`config.mk`:
```
export PLATFORM = sky130hd
export DESIGN_NAME = hazard_ctrl
export DESIGN_NICKNAME = d
export VERILOG_FILES = /design/src/rtl/hazard_ctrl.sv
export SDC_FILE = /design/constraint.sdc
export NUM_CORES = 1
export LEC_CHECK = 0
export ABC_AREA = 1
export CORE_MARGIN = 2
export CORE_UTILIZATION = 45
export CTS_CLUSTER_DIAMETER = 100
export DETAILED_ROUTE_END_ITERATION = 16
export PLACE_DENSITY = 0.81
export SLEW_MARGIN = 10
export SYNTH_ARGS = -nofsm -noshare
export SYNTH_HDL_FRONTEND = slang
export SYNTH_SLANG_ARGS = --single-unit
export TNS_END_PERCENT = 30
```
`constraint.sdc`:
```
create_clock -name clk -period 4.8 [get_ports clk]
set_input_delay 0.96 -clock clk [delete_from_list [all_inputs] [get_ports clk]]
set_output_delay 0.96 -clock clk [all_outputs]
set_load 0.1 [all_outputs]
```
`src/rtl/hazard_ctrl.sv`:
```
// Pipeline hazard controller: load-use and memory-wait stalls, branch squash,
// EX operand forwarding and the multi-cycle data-memory handshake.
module hazard_ctrl #(
    parameter int MEM_TIMEOUT = 16,
    parameter int CNT_WIDTH   = 16
) (
    input  logic                 clk,
    input  logic                 rst,
    input  logic [4:0]           rsD,
    input  logic [4:0]           rtD,
    input  logic [4:0]           rsE,
    input  logic [4:0]           rtE,
    input  logic [4:0]           wirteRegAddrE,
    input  logic [4:0]           wirteRegAddrM,
    input  logic [4:0]           wirteRegAddrW,
    input  logic                 Regfile_weE,
    input  logic                 Regfile_weM,
    input  logic                 Regfile_weW,
    input  logic                 memToRegE,
    input  logic                 memReadM,
    input  logic                 DataMem_weM,
    input  logic                 branchTakenD,
    input  logic                 mem_ready,
    output logic                 stallF,
    output logic                 stallD,
    output logic                 stallE,
    output logic                 stallM,
    output logic                 flushD,
    output logic                 flushE,
    output logic                 flushW,
    output logic [1:0]           forwardAE,
    output logic [1:0]           forwardBE,
    output logic                 mem_req,
    output logic                 mem_err,
    output logic [CNT_WIDTH-1:0] stall_cnt
);

    localparam logic [1:0] ST_RUN  = 2'd0;
    localparam logic [1:0] ST_WAIT = 2'd1;
    localparam logic [1:0] ST_ERR  = 2'd2;

    localparam int              WC_W    = $clog2(MEM_TIMEOUT) + 1;
    localparam logic [WC_W-1:0] WC_ONE  = WC_W'(1);
    localparam logic [WC_W-1:0] WC_LAST = WC_W'(MEM_TIMEOUT - 1);

    logic [1:0]           r_state;
    logic [WC_W-1:0]      r_wait_cnt;
    logic                 r_mem_err;
    logic [CNT_WIDTH-1:0] r_stall_cnt;

    logic [1:0]           w_state_next;
    logic [WC_W-1:0]      w_wait_cnt_next;
    logic                 w_mem_err_next;

    logic                 w_memop;
    logic                 w_mem_stall;
    logic                 w_load_use;
    logic                 w_stall_f;
    logic                 w_stall_d;
    logic                 w_flush_d;
    logic                 w_flush_e;
    logic [4:0]           w_src [2];
    logic [1:0]           w_fwd [2];
    logic                 w_unused;

    // EX write-enable is implied by memToRegE for the only EX hazard we resolve.
    assign w_unused = Regfile_weE;

    assign w_memop = memReadM | DataMem_weM;

    always_comb begin
        w_state_next    = r_state;
        w_wait_cnt_next = r_wait_cnt;
        w_mem_err_next  = r_mem_err;
        w_mem_stall     = 1'b0;
        case (r_state)
            ST_RUN: begin
                if (w_memop && !mem_ready) begin
                    w_state_next    = ST_WAIT;
                    w_wait_cnt_next = WC_ONE;
                    w_mem_stall     = 1'b1;
                end
            end
            ST_WAIT: begin
                if (mem_ready) begin
                    w_state_next    = ST_RUN;
                    w_wait_cnt_next = '0;
                end else if (r_wait_cnt == WC_LAST) begin
                    w_state_next   = ST_ERR;
                    w_mem_err_next = 1'b1;
                    w_mem_stall    = 1'b1;
                end else begin
                    w_wait_cnt_next = r_wait_cnt + WC_ONE;
                    w_mem_stall     = 1'b1;
                end
            end
            ST_ERR: begin
                w_mem_err_next = 1'b1;
                w_mem_stall    = 1'b1;
            end
            default: begin
                w_state_next    = ST_RUN;
                w_wait_cnt_next = '0;
            end
        endcase
    end

    assign w_load_use = memToRegE && (wirteRegAddrE != 5'd0)
                        && ((wirteRegAddrE == rsD) || (wirteRegAddrE == rtD));

    // Memory stall dominates; a load-use stall hides the branch because its operands are stale.
    assign w_stall_f = w_mem_stall | w_load_use;
    assign w_stall_d = w_mem_stall | w_load_use;
    assign w_flush_e = !w_mem_stall & w_load_use;
    assign w_flush_d = !w_mem_stall & !w_load_use & branchTakenD;

    assign w_src[0] = rsE;
    assign w_src[1] = rtE;

    generate
        for (genvar gi = 0; gi < 2; gi++) begin : g_fwd
            assign w_fwd[gi] =
                (Regfile_weM && (wirteRegAddrM != 5'd0) && (wirteRegAddrM == w_src[gi])) ? 2'b10 :
                (Regfile_weW && (wirteRegAddrW != 5'd0) && (wirteRegAddrW == w_src[gi])) ? 2'b01 :
                2'b00;
        end
    endgenerate

    always_ff @(posedge clk or negedge rst) begin
        if (!rst) begin
            r_state     <= ST_RUN;
            r_wait_cnt  <= '0;
            r_mem_err   <= 1'b0;
            r_stall_cnt <= '0;
        end else begin
            r_state    <= w_state_next;
            r_wait_cnt <= w_wait_cnt_next;
            r_mem_err  <= w_mem_err_next;
            if (w_stall_f && (r_stall_cnt != {CNT_WIDTH{1'b1}})) begin
                r_stall_cnt <= r_stall_cnt + 1'b1;
            end
        end
    end

    // Control outputs are gated by reset so they drop the instant rst goes low.
    assign stallF    = rst & w_stall_f;
    assign stallD    = rst & w_stall_d;
    assign stallE    = rst & w_mem_stall;
    assign stallM    = rst & w_mem_stall;
    assign flushD    = rst & w_flush_d;
    assign flushE    = rst & w_flush_e;
    assign flushW    = rst & w_mem_stall;
    assign forwardAE = {2{rst}} & w_fwd[0];
    assign forwardBE = {2{rst}} & w_fwd[1];
    assign mem_req   = rst & w_memop & (r_state != ST_ERR);
    assign mem_err   = r_mem_err;
    assign stall_cnt = r_stall_cnt;

endmodule
```
==> results of run 1 <==
[cells by family after synthesis]
group,Yosys count,share of synthesized area (%)
AND/OR/NAND/NOR,174,39.7
buffers and inverters,49,10.3
XOR/XNOR,30,13.2
flip-flops,24,30.1
AO/OA/AOI/OAI,16,4.95
adder cells (fa/ha/maj),3,1.88
[placed cells by master, fill, tap and decap left out, types with 2 or more instances in the layout]
cell type,count
inv_2,4
clkbuf_8,3
xor2_1,18
clkdlybuf4s50_1,60
nand2_1,88
or2_2,3
nor3_1,12
inv_1,39
a21oi_1,4
nand4_1,6
nor2_1,26
o21ai_0,6
dfrtp_1,24
nand2_4,2
buf_4,3
ha_1,3
xnor2_1,12
nand3_1,30
buf_12,10
[stage by stage]
stage          util, %  power [uW]  setup slack [ns]
2_1_floorplan        -         607             0.387
3_3_place_gp      65.7         745              1.04
3_5_place_dp      65.7         753              1.02
4_1_cts           67.4         930              1.02
5_1_grt           67.4         978             0.914
6_report          67.4         926              1.02
[registers in the layout, indices dropped and copies added (netlist names)]
signal	count
mem_err	1
r_state	2
r_wait_cnt	5
stall_cnt	16
[final cells by class]
class,count,share of cell area [%]
Clock inverter,1,1.03
Timing Repair Buffer,73,28.3
Sequential cell,24,20.6
Clock buffer,3,1.42
Tap cell,52,2.23
Multi-Input combinational cell,223,40.9
Inverter,43,5.54
[report_power, final]
group          internal (uW)  switching [uW]
Clock                    111            64.9
Sequential               231            42.0
Combinational            148             330
[worst max-delay path by stage]
| stage | start | to | cells after the start |
|---|---|---|---|
| after CTS | rst | flushW | 4 |
| after global placement | rst | stallE | 4 |
| after global routing | rst | flushW | 4 |
| after floorplan | mem_ready | stallF | 5 |
| final | rst | flushW | 4 |
| after detailed placement | rst | flushW | 4 |
[per-layer routing]
| metal | track usage (%) | up-vias |
|---|---|---|
| met3 | 3.70 | 2 |
| met2 | 44.2 | 45 |
| met5 | 0 | - |
| met4 | 2.10 | 0 |
| met1 | 25.1 | 989 |
| li1 | - | 1085 |
[critical path, stage by stage]
cell and delay (ns):
clkdlybuf4s50_1 0.81, inv_1 0.25, nor2_1 0.53, buf_12 0.25
==> metrics.txt, run 1 <==
Ant. Diodes 0; final wirelength 5.34 mm; overall routing resource usage between 20% and 30%; Post-synth EDFFs 0; hold depth 1; sequential share of the synthesized area a little under a third; Setup Fix Bufs, Post-CTS 0; top-area cell type share of the netlist area between 30% and 40%; Max Cap Viol 0; Final Skew 0.00212 ns; leakage around 0.0014 uW; area growth from synthesis to layout 45.9%; hold_buf cts 0; IO Port Bufs between 70 and 80; cell row count 24; nets around 420; crit path max fanout 12; core area between 4000 and 5000 um2; drt pass-1 iters 4; largest cells by area after synthesis dfrtp_1 30%, nand2_1 17%, xor2_1 7.9%; Fill cells 363; setup violators final 0; DRT iter0 DRCs a little over 80; CP Launch Type primary input; Routed met3 length between 200 and 250 um; RSZ-0062 raised after global routing no; Worst Setup End Kind output pin; H-tree depth 1; Yosys top cell by area dfrtp_1; routed len/inst about 13 um; dpl cells around 420; Hold Path End mem_err; register area 601 um2; Final min period ~3.8 ns; RR Startpoint stall_cnt[0]; Avg Cell Area, Syn just under 7 um2; syn_nets between 300 and 400; Worst R2R Path Depth 7; post-DR vias/cell between 5 and 6; Seq cells post-synth 24; fin crit share around four fifths; Multi-input gate area roughly 1200 um2; Post-Layout Inst Area between 2000 and 3000 um2; die width 70.6 um; initial antenna violation count 0; routed length on met2 between 2 and 3 mm; Tightest Pin Transition around 0.98 ns; Yosys cell types 31; CP arrival between 2 and 3 ns; clock root buffer clkbuf_8; worst reg2reg path endpoint stall_cnt[5]; largest net degree at the start of global routing 19; fraction of registers with async set/reset 100%; post-synthesis cell count 296; chip height ~71 um; dpl hpwl about 4.2 mm; Slew headroom approximately a third; Resized Gates After CTS 0; Clk Latency, worst-skew pair ~0.26 ns; initial core utilization 46.2%; GP Congestion around 0.86; peak supply drop approximately 0.47 mV; IO Pins 74; Hold Crit Start mem_err; number of global-route vias before repair 2,052; Final Hold Slack between 0.4 and 0.5 ns; Finished Layout Cells 419; TritonCTS Buffers 3; fmax 0.265 GHz; r2r setup slk about 3.0 ns; share of layout cells above drive strength 1 under 10%; placed instance area ~2800 um2; power per cell area between 300 and 400 nW/um2; post-synthesis cell area 2000 um2; Max Used Layer met4; synth warn 0; TNS Setup 0 ns; global-route wire length before repair between 9 and 10 mm; max-slew violation count 0; outcome finished clean; count leader, synth nand2_1; GRT Residual Overflow 0; leading cell types by count after synthesis 88 x nand2_1, 39 x inv_1, 30 x nand3_1; Via Count between 2,000 and 2,500; final hold viol count 0; CTS tree yes; TritonCTS Sinks 24; Antenna Violating Nets Remaining 0; clk buf depth 2; CP Class in -> out; wl on met1 2.18 mm; required time of the critical path roughly 3.8 ns; Synth Flop Type dfrtp_1; HP Class reg -> reg; Clk pin slew, worst setup/hold paths roughly 0.08 ns; # DRC 0; die area 4990 um2
No activity file was read; power rests on OpenSTA's default activity.
==> run 2, diff against run 1 <==
- CORE_UTILIZATION: 45 -> 41
- PLACE_DENSITY: 0.81 -> 0.78
- clock period: 4.8 -> 3.2 ns (I/O delays scaled with it)
==> run 2 against run 1 <==
Against the previous run: critical path depth rose by 2; non-clock buffer count rose by 1; register-to-register slack got worse by 1.6 ns.
==> metrics.txt, run 2 (synthesized netlist as in run 1, its figures left out) <==
DRT iter0 DRCs 76 (-8.4%); fin crit share 91.3%; family with the most delay on the worst path buffers and inverters; Clk Latency, worst-skew pair 0.27 ns (about the same); Final Skew 0.00803 ns (+0.00592 ns); IO Port Bufs 72 (unchanged); setup violators final 0 (unchanged); final hold viol count 0 (unchanged); nets 417 (+0.24%); Critical path origin wirteRegAddrM[2]; TNS Setup 0 ns (unchanged); Total Power 1390 uW (+50%); Antenna Violating Nets Remaining 0 (unchanged); hold_buf cts 0 (unchanged); Ant. Diodes 0 (unchanged); drt pass-1 iters 4 (unchanged); TritonCTS Buffers 3 (unchanged); cell row count 25 (+4.2%); Final min period slightly below 3 ns; initial core utilization 42.3% (-3.9 points); final wirelength 5.29 mm (-0.90%); Slowest Stage Delay on Critical Path 0.49 ns (-0.32 ns); HP Class reg -> reg; most common cell after layout, fill and taps aside nand2_1; GRT Residual Overflow 0 (unchanged); max reg flops 16 (unchanged); Post-Layout Inst Area 2930 um2 (+0.52%); IO Pins 74 (unchanged); chip height 73.8 um (+4.5%); overall routing resource usage 19.8% (-2.2 points); max-slew violation count 0 (unchanged); Hold Crit Start mem_err; Tightest Pin Transition 0.529 ns (-0.451 ns); crit path buf inv count 3 (unchanged); dpl hpwl 4.24 mm (+0.15%); crit-path cells clkdlybuf4s50_1 -> or2_2 -> o41ai_1 -> inv_1 -> a21oi_1 -> buf_12; post-DR vias/cell 4.91 (-3.0%); Max Cap Viol 0 (unchanged); peak supply drop 0.267 mV (-43%); placed instance area 2860 um2 (+0.53%); CP Launch Type primary input; Final Core Density 62.0% (-5.4 points); most frequent cells in the layout 88 x nand2_1, 43 x clkdlybuf4s50_1, 39 x inv_1; RSZ-0062 raised after global routing no; Worst Setup End Kind output pin; Final Hold Slack 0.487 ns (+0.00685 ns); Via Count 2,135 (+0.66%); number of global-route vias before repair 2,022 (-1.5%); routed len/inst 12.2 um (-4.5%); CP arrival 2.28 ns (-0.54 ns); largest net degree at the start of global routing 19 (unchanged); share of layout cells above drive strength 1 13.3% (+5.4 points); core area 4720 um2 (+9.2%); fmax roughly 0.34 GHz; required time of the critical path 2.56 ns (-1.28 ns); outcome finished clean; H-tree depth 1 (unchanged); RR Startpoint stall_cnt[1]; slowest CP cell clkdlybuf4s50_1; die area 5440 um2 (+9.2%); Clk pin slew, worst setup/hold paths 0.09 ns (about the same); die width 73.8 um (+4.5%); initial antenna violation count 0 (unchanged); clock root buffer clkbuf_8; # DRC 0 (unchanged); Resized Gates After CTS 0 (unchanged); global-route wire length before repair 8.61 mm (-4.7%); area growth from synthesis to layout 46.6%; Slew headroom 64.5% (+30 points); leakage 0.00143 uW (+3.0%); CP Class in -> out; TritonCTS Sinks 24 (unchanged); power per cell area 475 nW/um2 (+50%); GP Congestion 0.907 (+5.1%); Setup Fix Bufs, Post-CTS 0 (unchanged); clk buf depth 2 (unchanged); CTS tree yes; crit path max fanout 4 (-8)
run 2: layer usage:
layer,up-vias,GRT usage (%),part of all wire [%],wire length (um)
met5,-,0,0,0
met4,0,7.47,2.1,113
met3,12,3.16,5.4,287
met2,64,36.4,51,2680
met1,974,22.7,42,2200
li1,1085,-,-,-
run 2: final timing paths:
check	to	slack (ns)	cells past startpoint
max	forwardAE[0]	0.28	6
min	mem_err	0.49	1
max reg2reg	stall_cnt[4]	1.32	7
min reg2reg	mem_err	0.49	1
max in group asynchronous	stall_cnt[4]	2.12	2
min in group asynchronous	mem_err	0.84	2
run 2: cell type report:
| class | instances | area (um2) |
|---|---|---|
| Inverter | 43 | 161 |
| Timing Repair Buffer | 74 | 813 |
| Tap cell | 67 | 83.8 |
| Clock buffer | 3 | 41.3 |
| Clock inverter | 1 | 30.0 |
| Fill cell | 445 | 1800 |
| Sequential cell | 24 | 601 |
| Multi-Input combinational cell | 223 | 1200 |
run 2: per-stage QoR:
step                setup slack, ns  instances
floorplan                    -0.249        296
global placement              0.299        431
detailed placement            0.285        431
CTS                           0.300        435
global route                  0.180        435
finish                        0.278        435
run 2: power by group:
group / internal (uW) / leakage, uW / switching [uW]
Clock: 167 / 0.0000357 / 99.2
Combinational: 213 / 0.00107 / 499
Sequential: 346 / 0.000323 / 67.6
